## config.mk

```make
export PLATFORM = sky130hd
export DESIGN_NAME = usb_device_rx_decoder
export DESIGN_NICKNAME = d
export VERILOG_FILES = /design/src/rtl/usb_device_rx_decoder.sv
export SDC_FILE = /design/constraint.sdc
export NUM_CORES = 1
export LEC_CHECK = 0
export ABC_AREA = 1
export CORE_UTILIZATION = 40
export CTS_CLUSTER_DIAMETER = 80
export CTS_CLUSTER_SIZE = 40
export DETAILED_ROUTE_END_ITERATION = 10
export GPL_ROUTABILITY_DRIVEN = 0
export PLACE_DENSITY = 0.55
export SLEW_MARGIN = 5
export SYNTH_ARGS = -nofsm -noshare
export SYNTH_HDL_FRONTEND = slang
export SYNTH_SLANG_ARGS = --single-unit
```

## constraint.sdc

```tcl
create_clock -name i_clk_ref -period 3.4 [get_ports i_clk_ref]
set_input_delay 0.34 -clock i_clk_ref [delete_from_list [all_inputs] [get_ports i_clk_ref]]
set_output_delay 0.34 -clock i_clk_ref [all_outputs]
set_load 0.005 [all_outputs]
```

## src/rtl/usb_device_rx_decoder.sv

```systemverilog
`default_nettype none
`timescale 1ns/1ps
// ============================================================================
// Module   : usb_device_rx_decoder
// Purpose  : USB device receive front end - oversampled bit recovery, NRZI
//            decode, bit unstuffing, SYNC/EOP framing and bus-reset detect.
// Revision : 1.0 - initial release
// ============================================================================
module usb_device_rx_decoder #(
   parameter int CLK_DIV   = 32,
   parameter int RST_BITS  = 30,
   parameter int LOW_SPEED = 0
) (
   input  logic       i_clk_ref,
   input  logic       i_reset,
   input  logic       i_dp,
   input  logic       i_dm,
   input  logic       i_rx_en,
   output logic [7:0] o_rx_data,
   output logic       o_rx_valid,
   output logic       o_rx_active,
   output logic       o_rx_eop,
   output logic       o_rx_err,
   output logic [1:0] o_line_state,
   output logic       o_bus_reset
);

   localparam int                c_PH_W    = $clog2(CLK_DIV);
   localparam int                c_RC_W    = $clog2(RST_BITS + 1);
   localparam logic [c_PH_W-1:0] c_PH_MID  = c_PH_W'(CLK_DIV / 2);
   localparam logic [c_PH_W-1:0] c_PH_LAST = c_PH_W'(CLK_DIV - 1);
   localparam logic [c_RC_W-1:0] c_RST_CNT = c_RC_W'(RST_BITS);
   localparam logic              c_J_DP    = (LOW_SPEED == 0) ? 1'b1 : 1'b0;
   localparam logic [1:0]        c_LS_SE0  = 2'd0;
   localparam logic [1:0]        c_LS_J    = 2'd1;
   localparam logic [1:0]        c_LS_K    = 2'd2;
   localparam logic [1:0]        c_LS_SE1  = 2'd3;

   typedef enum logic [2:0] {
      S_IDLE  = 3'd0,
      S_SYNC  = 3'd1,
      S_DATA  = 3'd2,
      S_EOP   = 3'd3,
      S_ABORT = 3'd4
   } state_t;

   // ---------------------------------------------------------------- front end
   logic              r_dp_s1, r_dp_s2, r_dm_s1, r_dm_s2;
   logic [c_PH_W-1:0] r_phase;
   logic              r_prev_k;
   logic [2:0]        r_ones;
   logic [c_RC_W-1:0] r_se0_cnt;
   logic [1:0]        w_line;
   logic              w_change, w_strobe, w_bit;
   logic              w_is_j, w_is_k, w_is_se0, w_is_se1;

   always_comb begin
      w_line = c_LS_J;
      case ({r_dp_s2, r_dm_s2})
         2'b00:   w_line = c_LS_SE0;
         2'b11:   w_line = c_LS_SE1;
         2'b10:   w_line = c_J_DP ? c_LS_J : c_LS_K;
         default: w_line = c_J_DP ? c_LS_K : c_LS_J;
      endcase
   end

   assign w_is_j   = (w_line == c_LS_J);
   assign w_is_k   = (w_line == c_LS_K);
   assign w_is_se0 = (w_line == c_LS_SE0);
   assign w_is_se1 = (w_line == c_LS_SE1);
   assign w_change = (r_dp_s1 != r_dp_s2) || (r_dm_s1 != r_dm_s2);
   assign w_strobe = (r_phase == c_PH_MID);
   assign w_bit    = (w_is_k == r_prev_k);

   always_ff @(posedge i_clk_ref or posedge i_reset) begin
      if (i_reset) begin
         r_dp_s1   <= c_J_DP;
         r_dp_s2   <= c_J_DP;
         r_dm_s1   <= ~c_J_DP;
         r_dm_s2   <= ~c_J_DP;
         r_phase   <= '0;
         r_prev_k  <= 1'b0;
         r_ones    <= 3'd0;
         r_se0_cnt <= '0;
      end else begin
         // Floating/unknown lines resolve to the pulled idle levels
         r_dp_s1 <= (i_dp !== 1'b0);
         r_dm_s1 <= (i_dm === 1'b1);
         r_dp_s2 <= r_dp_s1;
         r_dm_s2 <= r_dm_s1;
         if (w_change || (r_phase == c_PH_LAST))
            r_phase <= '0;
         else
            r_phase <= r_phase + 1'b1;
         if (w_strobe) begin
            r_prev_k <= w_is_k;
            if ((w_is_j || w_is_k) && w_bit) begin
               if (r_ones != 3'd7)
                  r_ones <= r_ones + 3'd1;
            end else begin
               r_ones <= 3'd0;
            end
            if (!w_is_se0)
               r_se0_cnt <= '0;
            else if (r_se0_cnt != c_RST_CNT)
               r_se0_cnt <= r_se0_cnt + 1'b1;
         end
      end
   end

   assign o_line_state = w_line;
   assign o_bus_reset  = (r_se0_cnt == c_RST_CNT);

   // ---------------------------------------------------------------- framing
   state_t     r_state, w_state_nxt;
   logic [2:0] r_zero_cnt, w_zero_nxt;
   logic [2:0] r_bit_cnt, w_bitcnt_nxt;
   logic [6:0] r_shift, w_shift_nxt;
   logic       r_eop_err, w_eop_err_nxt;
   logic [2:0] r_j_cnt, w_j_nxt;
   logic       r_seen_se0, w_seen_se0_nxt;
   logic [7:0] r_rx_data, w_data_nxt;
   logic       r_rx_valid, r_rx_err, r_rx_eop;
   logic       w_valid_nxt, w_err_nxt, w_eop_nxt, w_abort;

   always_ff @(posedge i_clk_ref or posedge i_reset) begin
      if (i_reset) begin
         r_state    <= S_IDLE;
         r_zero_cnt <= 3'd0;
         r_bit_cnt  <= 3'd0;
         r_shift    <= 7'd0;
         r_eop_err  <= 1'b0;
         r_j_cnt    <= 3'd0;
         r_seen_se0 <= 1'b0;
         r_rx_data  <= 8'd0;
         r_rx_valid <= 1'b0;
         r_rx_err   <= 1'b0;
         r_rx_eop   <= 1'b0;
      end else begin
         r_state    <= w_state_nxt;
         r_zero_cnt <= w_zero_nxt;
         r_bit_cnt  <= w_bitcnt_nxt;
         r_shift    <= w_shift_nxt;
         r_eop_err  <= w_eop_err_nxt;
         r_j_cnt    <= w_j_nxt;
         r_seen_se0 <= w_seen_se0_nxt;
         r_rx_data  <= w_data_nxt;
         r_rx_valid <= w_valid_nxt;
         r_rx_err   <= w_err_nxt;
         r_rx_eop   <= w_eop_nxt;
      end
   end

   always_comb begin
      w_state_nxt    = r_state;
      w_zero_nxt     = r_zero_cnt;
      w_bitcnt_nxt   = r_bit_cnt;
      w_shift_nxt    = r_shift;
      w_eop_err_nxt  = r_eop_err;
      w_j_nxt        = r_j_cnt;
      w_seen_se0_nxt = r_seen_se0;
      w_data_nxt     = r_rx_data;
      w_valid_nxt    = 1'b0;
      w_err_nxt      = 1'b0;
      w_eop_nxt      = 1'b0;
      w_abort        = 1'b0;
      if (w_strobe) begin
         case (r_state)
            S_IDLE: begin
               // The leading K is itself the first SYNC zero
               if (w_is_k) begin
                  w_state_nxt = S_SYNC;
                  w_zero_nxt  = 3'd1;
               end
            end
            S_SYNC: begin
               if (w_is_se0)
                  w_state_nxt = S_IDLE;
               else if (w_is_se1)
                  w_abort = 1'b1;
               else if (!w_bit) begin
                  if (r_zero_cnt != 3'd7)
                     w_zero_nxt = r_zero_cnt + 3'd1;
               end else if (r_zero_cnt >= 3'd5) begin
                  w_state_nxt   = S_DATA;
                  w_bitcnt_nxt  = 3'd0;
                  w_eop_err_nxt = 1'b0;
               end else
                  w_abort = 1'b1;
            end
            S_DATA: begin
               if (w_is_se0) begin
                  w_state_nxt   = S_EOP;
                  w_eop_err_nxt = (r_bit_cnt != 3'd0);
                  w_err_nxt     = (r_bit_cnt != 3'd0);
               end else if (w_is_se1)
                  w_abort = 1'b1;
               else if (r_ones == 3'd6) begin
                  // Bit after six ones must be a stuffed zero, which is dropped
                  if (w_bit)
                     w_abort = 1'b1;
               end else begin
                  w_shift_nxt  = {w_bit, r_shift[6:1]};
                  w_bitcnt_nxt = r_bit_cnt + 3'd1;
                  if (r_bit_cnt == 3'd7) begin
                     w_valid_nxt = 1'b1;
                     w_data_nxt  = {w_bit, r_shift};
                  end
               end
            end
            S_EOP: begin
               if (w_is_j) begin
                  w_state_nxt = S_IDLE;
                  w_eop_nxt   = !r_eop_err;
               end else if (!w_is_se0)
                  w_abort = 1'b1;
            end
            S_ABORT: begin
               if (w_is_j) begin
                  if (r_seen_se0 || (r_j_cnt == 3'd7))
                     w_state_nxt = S_IDLE;
                  else
                     w_j_nxt = r_j_cnt + 3'd1;
               end else begin
                  w_j_nxt        = 3'd0;
                  w_seen_se0_nxt = w_is_se0;
               end
            end
            default: w_state_nxt = S_IDLE;
         endcase
         if (w_abort) begin
            w_state_nxt    = S_ABORT;
            w_err_nxt      = 1'b1;
            w_j_nxt        = 3'd0;
            w_seen_se0_nxt = 1'b0;
         end
      end
      if (!i_rx_en || o_bus_reset) begin
         w_state_nxt = S_IDLE;
         w_valid_nxt = 1'b0;
         w_err_nxt   = 1'b0;
         w_eop_nxt   = 1'b0;
      end
   end

   assign o_rx_data   = r_rx_data;
   assign o_rx_valid  = r_rx_valid;
   assign o_rx_err    = r_rx_err;
   assign o_rx_eop    = r_rx_eop;
   assign o_rx_active = (r_state == S_DATA) || (r_state == S_EOP);

endmodule
`default_nettype wire

```

Word level (Yosys, flattened, before mapping)
Index checks and enable logic that the tools add are counted.

Word-level logic and storage cells: 175. Flip-flop bits (word level): 50. Bits of input ports: 5. Output and inout bits: 15.

Bitwise operators: 3. $lt $le $gt $ge: 1. Eq/ne operators: 46. Multiplexer cells: 73. Add/sub/neg operators: 6. Reduce and logical (&&, ||, !) cells: 27.

Operator list (number): 3-bit 2-to-1 mux (29); 1-bit 2-to-1 mux (35); 2-bit inequality test, second input constant (11); 5-bit inequality test, second input constant (4); 9-bit AND reduction (2); 5-bit equality test, second input constant (3); 5-bit 2-to-1 mux (3); 3-bit one-hot mux with 5 select lines (1); 7-bit AND reduction (2); 3-bit by 1-bit adder with 3-bit output, second input constant (4); 3-bit equality test, second input constant (4); 4-bit inequality test, second input constant (3); 3-bit one-hot mux with 2 select lines (2); 5-bit by 1-bit adder with 5-bit output, second input constant (2); 2-bit equality test, second input constant (4); 4-bit by 3-bit inequality test with 1-bit output, second input constant (2); 2-bit nonzero test (4); 3-bit by 2-bit equality test with 1-bit output, second input constant (2); 1-bit logical OR (6); 2-bit by 1-bit inequality test with 1-bit output, second input constant (3); 3-bit inequality test, second input constant (2); 2-bit one-hot mux with 3 select lines (1); 3-bit AND reduction (2); 6-bit AND reduction (1); 18 further kinds (24).

Depth between registers and ports, before layout
Gate-level depths: netlist (run 1).

Depth in word-level cells: 13. Gate-level depth with buffers: 13. Mapped depth without buffers: 13.

Worst setup path after synthesis (run 1)
No wires, ideal clock.

Path type: reg2reg. From: register r_dp_s2. To: register r_j_cnt[0]. Period minus slack after synthesis: 1.760 ns. Buffers on the path: 0. Required time: 3.284 ns. Library setup time: 0.116 ns. Setup slack: 1.640 ns. Arrival: 1.643 ns. Stages on the path, launching flop included: 13. Cells stage by stage: dfstp_2 -> inv_1 -> ha_1 -> nand2_1 -> nand2_1 -> nor2_4 -> nand2_2 -> nand3_4 -> nand2_4 -> o21ai_4 -> nand2_2 -> nand2_1 -> nand2_1.

Longest elaborated chain between the ends: 12. Elaborated cells between the ends (all ways): 26. Those cells by class: eq/ne: 7; mux: 15; reduce/logical: 4.

Ends and longest elaborated chain: start, declared (line 48) `logic r_dp_s1, r_dp_s2, r_dm_s1, r_dm_s2;`; start signal, assigned (line 78) `r_dp_s2 <= c_J_DP;`; start signal, assigned (line 89) `r_dp_s2 <= r_dp_s1;`; 2-bit equality test or 2-bit zero test (tied branches) (line 59) `case ({r_dp_s2, r_dm_s2})`; 2-bit one-hot mux with 3 select lines * (line 59); 2-bit equality test * (line 68) `assign w_is_k = (w_line == c_LS_K);`; named net w_is_k (line 55) `logic w_is_j, w_is_k, w_is_se0, w_is_se1;`; 1-bit equality test * (line 73) `assign w_bit = (w_is_k == r_prev_k);`; 1-bit 2-to-1 mux (line 200) `if (w_bit)`; 1-bit 2-to-1 mux (line 198) `else if (r_ones == 3'd6) begin`; 1-bit 2-to-1 mux (line 196) `end else if (w_is_se1)`; 1-bit 2-to-1 mux (line 192) `if (w_is_se0) begin`; 1-bit one-hot mux with 3 select lines * (line 168) `case (r_state)`; 1-bit 2-to-1 mux * (line 167) `if (w_strobe) begin`; 3-bit by 2-bit inequality test with 1-bit output (no line) or 2-bit nonzero test (tied branches); 3-bit AND reduction (no line); end signal, assigned (line 145) `r_j_cnt <= w_j_nxt;`; end, declared (line 120) `logic [2:0] r_j_cnt, w_j_nxt;`.

Mark *: on every way through the listed nets, which the timed path passes. The rest lies on a longest branch. The select of a mux whose other input is x is not followed. A chain may end at the register's enable or synchronous reset.

Final worst setup path (run 1)
From: register r_dp_s2. To: output o_line_state[0].

Longest elaborated chain between the ends: 2. Elaborated cells between the ends (all ways): 4. Those cells by class: eq/ne: 2; mux: 1; reduce/logical: 1.

Ends and longest elaborated chain: 2-bit equality test or 2-bit zero test (tied branches) (line 59); 2-bit one-hot mux with 3 select lines * (line 59); end, declared (line 24) `output logic [1:0] o_line_state,`.

Every way passes the cells marked *; elsewhere a longest branch is shown, timed or not.

==> impl_metrics.prom, run 1 <==
# TYPE chip_impl_metric gauge
chip_impl_metric{name="cts_buffer_depth",unit=""} 2
chip_impl_metric{name="fp.coreArea",unit="um2"} 6459
chip_impl_metric{name="groute.usage.overall",unit="%"} 15.67
chip_impl_metric{name="async_reset_ff_share",unit="%"} 100.0
chip_impl_metric{name="worst-endpoint-arrival",unit="ps"} 1950
chip_impl_metric{name="highest_fanout_seen_on_the_critical_path",unit=""} 7
chip_impl_metric{name="cts.repair_timing.setup_buffer_count",unit=""} 0
chip_impl_metric{name="chipWidth",unit="um"} 84.28
chip_impl_metric{name="design.die.area",unit="um2"} 7102
chip_impl_metric{name="flow.area_growth_from_synthesis",unit="%"} 13.96
chip_impl_metric{name="avgRoutedWirePerCell",unit="um"} 12.19
chip_impl_metric{name="finalCriticalPeriod",unit="ps"} 2286
chip_impl_metric{name="effective_utilization_at_floorplan",unit="%"} 41.92
chip_impl_metric{name="ioPinCount",unit=""} 20
chip_impl_metric{name="dr_total_vias",unit=""} 1960
chip_impl_metric{name="finalNetCount",unit=""} 353
chip_impl_metric{name="count_of_warnings_emitted_by_yosys",unit=""} 0
chip_impl_info{name="violations_in_the_final_reports",value="DRC"} 1
chip_impl_metric{name="fin_tns_setup",unit="ps"} 0
chip_impl_metric{name="grt_overflow_total",unit=""} 0
chip_impl_metric{name="ys_types",unit=""} 40
chip_impl_metric{name="power-per-cell-area",unit="nW/um2"} 349.5
chip_impl_metric{name="timing.slew.headroom",unit="%"} 33.00
chip_impl_metric{name="fin_ws",unit="ps"} 1114
chip_impl_info{name="worst_min_path_start",value="r_dp_s1"} 1
chip_impl_metric{name="grt_max_degree",unit=""} 51
chip_impl_info{name="timing.critical_path.to_type",value="primary output"} 1
chip_impl_metric{name="regToRegSetupSlack",unit="ps"} 1270
chip_impl_metric{name="clk_pin_slew",unit="ps"} 90
chip_impl_metric{name="rows",unit=""} 29
chip_impl_metric{name="clkLatencyLatePin",unit="ps"} 300
chip_impl_metric{name="cts_repair_resize_count",unit=""} 0
chip_impl_metric{name="timing_hold_violations_final",unit=""} 0
chip_impl_metric{name="postSynthRegisterBits",unit=""} 50
chip_impl_info{name="synth_top_area_cell",value="dfrtp_1"} 1
chip_impl_metric{name="initialDrtViolationCount",unit=""} 56
chip_impl_info{name="tritoncts",value="done"} 1
chip_impl_metric{name="highest_clock_frequency_the_design_can_meet",unit="MHz"} 437.5
chip_impl_metric{name="cts_inserted_buffers",unit=""} 5
chip_impl_metric{name="syn_area_per_cell",unit="um2"} 8.907
chip_impl_metric{name="max-vdd-ir-drop",unit="mV"} 0.2553
chip_impl_info{name="setup.worst_path.start",value="r_dp_s2"} 1
chip_impl_metric{name="route.detailed.vias_per_inst",unit=""} 4.840
chip_impl_metric{name="fin_worst_skew",unit="ps"} 3.781
chip_impl_metric{name="grt_antenna_before_repair",unit=""} 0
chip_impl_metric{name="antenna-diode-count",unit=""} 0
chip_impl_metric{name="power.static_leakage",unit="nW"} 1.505
chip_impl_info{name="yosys-top-cells-area",value="dfrtp_1 (44%), nand2_1 (10%), ha_1 (9.7%), inv_1 (5.1%), o21ai_1 (3.0%)"} 1
chip_impl_info{name="min-delay-path-class",value="flop to flop"} 1
chip_impl_info{name="grt_setup_unrepaired",value="no"} 1
chip_impl_metric{name="worst_ep_required_time",unit="ps"} 3060
chip_impl_info{name="synthFlopType",value="dfrtp_1"} 1
chip_impl_metric{name="drc",unit=""} 2
chip_impl_metric{name="dp.final_hpwl",unit="um"} 3751
chip_impl_metric{name="htreeDepth",unit=""} 2
chip_impl_metric{name="tightestPinTransition",unit="ps"} 1004
chip_impl_metric{name="final_setup_fails",unit=""} 0
chip_impl_metric{name="layout_cells_sized_above_1",unit="%"} 11.89
chip_impl_metric{name="post_synth_inst_count",unit=""} 304
chip_impl_metric{name="first_global_vias",unit=""} 1926
chip_impl_info{name="critical_path_class",value="flop to primary output"} 1
chip_impl_metric{name="drt-pass1-iter-count",unit=""} 7
chip_impl_info{name="status",value="complete, but fails checks"} 1
chip_impl_info{name="synth.most_common_cell",value="nand2_1"} 1
chip_impl_metric{name="wl",unit="um"} 4937
chip_impl_metric{name="ctsHoldBuffers",unit=""} 0
chip_impl_metric{name="synth-edff-count",unit=""} 0
chip_impl_metric{name="maxCapViolCount",unit=""} 0
chip_impl_metric{name="synth-seq-area-share",unit="%"} 46.30
chip_impl_info{name="timing.critical_path.from_type",value="flop"} 1
chip_impl_metric{name="filler_cell_count",unit=""} 640
chip_impl_metric{name="io_buffers",unit=""} 19
chip_impl_metric{name="grt_first_pass_wirelength",unit="um"} 8914
chip_impl_metric{name="yosysTopAreaCellShare",unit="%"} 44.36
chip_impl_metric{name="period_utilisation_layout",unit="%"} 67.23
chip_impl_info{name="clock_tree.root_cell",value="clkbuf_8"} 1
chip_impl_info{name="reg2reg_from",value="r_phase[0]"} 1
chip_impl_metric{name="placement_stage_worst_setup_slack",unit="ps"} 1244
chip_impl_metric{name="postRouteAntennaNets",unit=""} 0
chip_impl_metric{name="clock-sinks",unit=""} 50
chip_impl_metric{name="syn_area",unit="um2"} 2708
chip_impl_metric{name="dieHeight",unit="um"} 84.28
chip_impl_info{name="post_synth_most_frequent_cells",value="nand2_1 (75), dfrtp_1 (48), inv_1 (37)"} 1
chip_impl_metric{name="synth_nets",unit=""} 330
chip_impl_metric{name="report.final.slew_viol_count",unit=""} 0
## sequential cells by signal (all words and copies together) (netlist names), 3 cells and up
register    count
r_shift         7
r_ones          3
r_state         3
r_zero_cnt      3
r_bit_cnt       3
r_se0_cnt       5
o_rx_data       8
r_j_cnt         3
r_phase         5
## layout by cell type (no fill, tap or decap), types with 2 or more instances in the layout
cell and n:
nand2_1 75, xor2_1 2, nand2_4 3, clkdlybuf4s50_1 19
inv_1 36, nand4_2 2, clkinv_2 2, ha_1 21
dfstp_2 2, o21ai_0 15, nand4_1 3, o21ai_1 16
nand2_2 2, nor2_4 3, nand3_1 14, nand3_4 3
inv_2 4, clkbuf_8 5, dfrtp_1 48, nor2_2 3
a21oi_1 11, nor2_1 17, o31ai_1 3
## where the power goes
group | total (W) | internal, W | switching [W]
Sequential | 0.000605 | 0.000600 | 0.00000482
Clock | 0.000425 | 0.000221 | 0.000204
Combinational | 0.0000489 | 0.0000162 | 0.0000327
Total | 0.00108 | 0.000837 | 0.000242
## per-stage QoR
step           util (%)  total power (W)  instances  cell area (um2)  hold slack [ps]
3_5_place_dp      46.03        0.0006676        397             2973            366.2
2_1_floorplan         -        0.0006472        304             2708            344.5
5_1_grt           47.77         0.001133        405             3085            394.5
6_report          47.77         0.001078        405             3085            385.5
3_3_place_gp      46.03        0.0006680        397             2973            367.3
4_1_cts           47.77         0.001100        405             3085            388.7
## critical path: stages, from the launching register on
cell and delay [ps]:
dfstp_2 580, ha_1 330, inv_1 150, nand2_1 90, clkdlybuf4s50_1 500
## cell type report
type	count	area, um2	share of cell area, %
clock inverter	3	43.79	1.419
clock buffer	5	68.82	2.230
timing repair buffer	19	190.2	6.164
multi-input combinational	209	1271	41.20
inverter	42	161.4	5.231
sequential	50	1254	40.63
tap	77	96.34	3.122
## cells by family (layout without fill, tap and decap cells)
group / after synthesis / after routing / synth area share [%]
simple gates: 133 / 133 / 25.09
compound gates: 51 / 51 / 10.63
flops: 50 / 50 / 46.30
buf+inv: 45 / 69 / 6.747
fa+ha+maj: 21 / 21 / 9.704
xor+xnor: 3 / 3 / 0.9706
mux: 1 / 1 / 0.5544
## routing by layer
metal  vias up  GRT usage [%]  share of wire, %
met2        21          24.59                45
li1       1032              -                 -
met4         0          4.232               1.3
met1       901          22.02                51
met3         6          3.343               3.0
met5         -              0                 0
## worst paths after layout
path | to | cells past startpoint
worst max-delay path | o_line_state[0] | 4
worst min-delay path | r_dp_s2 | 0
worst max register to register | o_rx_data[0] | 8
worst min register to register | r_dp_s2 | 0
max in group asynchronous | r_j_cnt[2] | 2
min in group asynchronous | r_shift[4] | 2
(Power assumes the default switching activity.)
==> run 2, diff against run 1 <==
==> constraint.sdc (replaced) <==
create_clock -name i_clk_ref -period 2.3 [get_ports i_clk_ref]
set_input_delay 0.23 -clock i_clk_ref [delete_from_list [all_inputs] [get_ports i_clk_ref]]
set_output_delay 0.23 -clock i_clk_ref [all_outputs]
set_load 0.005 [all_outputs]
==> run 2 against run 1 <==
Compared with the run above: non-clock buffer count is 2 higher; flip-flop and latch count stayed put; worst setup slack worse by 930 ps; clock skew is 4.2 ps higher; largest cell class unchanged; combinational power is 56% higher; highest routed layer unchanged; power is 39% higher; sequential share of layout area is 0.082 points lower; the run still ends with DRC left; clock power is 24% higher; die area stayed put.
==> impl_metrics.prom, run 2 (synthesized netlist as in run 1, its figures left out) <==
# TYPE chip_impl_metric gauge
chip_impl_info{name="status",value="complete, but fails checks"} 1
chip_impl_info{name="violations_in_the_final_reports",value="DRC"} 1
chip_impl_metric{name="fin_worst_skew",unit="ps"} 8.011
chip_impl_metric{name="finalCriticalPeriod",unit="ps"} 2115
chip_impl_metric{name="timing.slew.headroom",unit="%"} 69.08
chip_impl_metric{name="drt-pass1-iter-count",unit=""} 8
chip_impl_info{name="reg2reg_from",value="r_dp_s2"} 1
chip_impl_metric{name="stdcell_count",unit=""} 407
chip_impl_metric{name="max-vdd-ir-drop",unit="mV"} 0.3324
chip_impl_info{name="r2r_end",value="o_rx_data[0]"} 1
chip_impl_metric{name="grt_overflow_total",unit=""} 0
chip_impl_metric{name="effective_utilization_at_floorplan",unit="%"} 41.92
chip_impl_metric{name="use_met3",unit="%"} 3.245
chip_impl_metric{name="design.die.area",unit="um2"} 7102
chip_impl_metric{name="layout_cells_sized_above_1",unit="%"} 12.12
chip_impl_info{name="timing.critical_path.to_type",value="primary output"} 1
chip_impl_info{name="critical_path_class",value="flop to primary output"} 1
chip_impl_metric{name="dp.final_hpwl",unit="um"} 3826
chip_impl_metric{name="post-place-cells",unit=""} 399
chip_impl_metric{name="dr_total_vias",unit=""} 1965
chip_impl_metric{name="cts_inserted_buffers",unit=""} 5
chip_impl_metric{name="ioPinCount",unit=""} 20
chip_impl_metric{name="dieHeight",unit="um"} 84.28
chip_impl_metric{name="worst-endpoint-arrival",unit="ps"} 1890
chip_impl_info{name="clock_tree.root_cell",value="clkbuf_8"} 1
chip_impl_metric{name="largest_register_ffs",unit=""} 8
chip_impl_metric{name="chipWidth",unit="um"} 84.28
chip_impl_metric{name="cts.repair_timing.setup_buffer_count",unit=""} 0
chip_impl_metric{name="avgRoutedWirePerCell",unit="um"} 12.30
chip_impl_metric{name="rr_worst_depth",unit=""} 7
chip_impl_info{name="grt_setup_unrepaired",value="no"} 1
chip_impl_metric{name="grt_max_degree",unit=""} 51
chip_impl_metric{name="ctsHoldBuffers",unit=""} 0
chip_impl_metric{name="drc",unit=""} 2
chip_impl_metric{name="final_setup_fails",unit=""} 0
chip_impl_info{name="delay_heaviest_family_cp",value="buffers and inverters"} 1
chip_impl_metric{name="first_global_vias",unit=""} 1864
chip_impl_info{name="grt_busiest_layer",value="met2"} 1
chip_impl_metric{name="clkLatencyLatePin",unit="ps"} 300
chip_impl_metric{name="clock-sinks",unit=""} 50
chip_impl_metric{name="initialDrtViolationCount",unit=""} 63
chip_impl_info{name="timing.critical_path.from_type",value="flop"} 1
chip_impl_metric{name="wl",unit="um"} 5008
chip_impl_metric{name="multi_input_comb_area",unit="um2"} 1271
chip_impl_metric{name="grt_antenna_before_repair",unit=""} 0
chip_impl_metric{name="grt_first_pass_wirelength",unit="um"} 8611
chip_impl_metric{name="io_buffers",unit=""} 19
chip_impl_metric{name="worstPathBufferInverterCount",unit=""} 2
chip_impl_metric{name="slowest_stage_delay_cp",unit="ps"} 570
chip_impl_metric{name="fin_tns_setup",unit="ps"} 0
chip_impl_metric{name="report.final.slew_viol_count",unit=""} 0
chip_impl_metric{name="whs",unit="ps"} 280.7
chip_impl_metric{name="route.detailed.vias_per_inst",unit=""} 4.828
chip_impl_info{name="min-delay-path-class",value="primary input to asynchronous set/reset pin"} 1
chip_impl_metric{name="cts_buffer_depth",unit=""} 2
chip_impl_info{name="crit_slowest_cell",value="dfstp_2"} 1
chip_impl_metric{name="filler_cell_count",unit=""} 625
chip_impl_metric{name="cts_repair_resize_count",unit=""} 0
chip_impl_metric{name="design_power_total",unit="W"} 0.001498
chip_impl_info{name="critical_path.cell_chain",value="ha_1 -> inv_1 -> nand2_1 -> clkdlybuf4s50_1"} 1
chip_impl_metric{name="htreeDepth",unit=""} 2
chip_impl_metric{name="rows",unit=""} 29
chip_impl_info{name="tritoncts",value="done"} 1
chip_impl_metric{name="timing_hold_violations_final",unit=""} 0
chip_impl_metric{name="clk_pin_slew",unit="ps"} 90
chip_impl_metric{name="highest_fanout_seen_on_the_critical_path",unit=""} 7
chip_impl_metric{name="power.static_leakage",unit="nW"} 1.510
chip_impl_info{name="most-common-layout-cells",value="nand2_1 (75), dfrtp_1 (48), inv_1 (36)"} 1
chip_impl_metric{name="worst_ep_required_time",unit="ps"} 2070
chip_impl_metric{name="period_utilisation_layout",unit="%"} 91.97
chip_impl_metric{name="fp.coreArea",unit="um2"} 6459
chip_impl_metric{name="groute.usage.overall",unit="%"} 15.46
chip_impl_metric{name="regToRegSetupSlack",unit="ps"} 320
chip_impl_metric{name="tightestPinTransition",unit="ps"} 458.9
chip_impl_metric{name="use_met1",unit="%"} 21.16
chip_impl_metric{name="highest_clock_frequency_the_design_can_meet",unit="MHz"} 472.8
chip_impl_metric{name="power-per-cell-area",unit="nW/um2"} 484.4
chip_impl_metric{name="flow.area_growth_from_synthesis",unit="%"} 14.19
chip_impl_metric{name="grtUsageMet2",unit="%"} 24.74
chip_impl_metric{name="sequential_cell_area",unit="um2"} 1254
chip_impl_metric{name="finalNetCount",unit=""} 355
chip_impl_metric{name="maxCapViolCount",unit=""} 0
chip_impl_metric{name="antenna-diode-count",unit=""} 0
chip_impl_metric{name="postRouteAntennaNets",unit=""} 0
chip_impl_info{name="layout_commonest_cell",value="nand2_1"} 1
-- run 2: cell count changes in the layout (fill, tap and decap cells not counted) --
cell / change
buf_4: +1
bufinv_16: -1
clkbuf_8: +1
clkbuf_1: +1
inv_6: -1
buf_12: +1
-- run 2: routing by layer --
layer / up-vias / part of all wire, %
met5: - / 0
met4: 0 / 1.3
met3: 7 / 2.5
met2: 26 / 44
met1: 901 / 52
li1: 1031 / -
-- run 2: area by class of cell --
type	count	area share, %
Tap cell	77	3.116
Clock inverter	1	0.1619
Timing Repair Buffer	21	7.042
Clock buffer	7	2.792
Multi-Input combinational cell	209	41.12
Inverter	42	5.221
Sequential cell	50	40.55
-- run 2: worst reg2reg max path, delay by kind of cell, from the launching register on --
kind                     cells  cell delay (ps)
buffers and inverters        3              360
adder cells (fa/ha/maj)      1              310
flip-flops                   1              570
multiplexers                 1              340
AND/OR/NAND/NOR              2              300
-- run 2: worst max path at each step --
| stage | to | depth (start not counted) | slack, ps | start |
|---|---|---|---|---|
| after detailed placement | r_ones[1] | 11 | 290 | r_dp_s2 |
| after global routing | o_line_state[0] | 5 | 60 | r_dm_s2 |
| after global placement | r_shift[6] | 7 | 350 | r_dp_s2 |
| after CTS | o_line_state[0] | 4 | 160 | r_dp_s2 |
| final | o_line_state[0] | 4 | 180 | r_dp_s2 |
| after floorplan | r_j_cnt[0] | 12 | 540 | r_dp_s2 |
-- run 2: report_power, final --
part / internal, W / leakage (nW) / switching, W
logic: 0.0000277 / 0.776 / 0.0000486
clock network: 0.000243 / 0.0482 / 0.000284
registers: 0.000887 / 0.686 / 0.00000705
total: 0.00116 / 1.51 / 0.000340
-- run 2: metrics by stage --
| stage | setup slack [ps] | utilization [%] | cell area (um2) |
|---|---|---|---|
| floorplan | 540.3 | - | 2708 |
| global placement | 345.0 | 46.45 | 3000 |
| detailed placement | 294.3 | 46.45 | 3000 |
| CTS | 158.5 | 47.87 | 3092 |
| global route | 57.13 | 47.87 | 3092 |
| finish | 184.8 | 47.87 | 3092 |
==> run 3, diff against run 2 <==
--- a/config.mk
+++ b/config.mk
@@ -6,6 +6,7 @@
 export NUM_CORES = 1
 export LEC_CHECK = 0
 export ABC_AREA = 1
+export CAP_MARGIN = 20
 export CORE_UTILIZATION = 40
 export CTS_CLUSTER_DIAMETER = 80
 export CTS_CLUSTER_SIZE = 40
==> results of run 3 <==
Same layout as run 2: the final DEF is identical, and so are final timing and power.
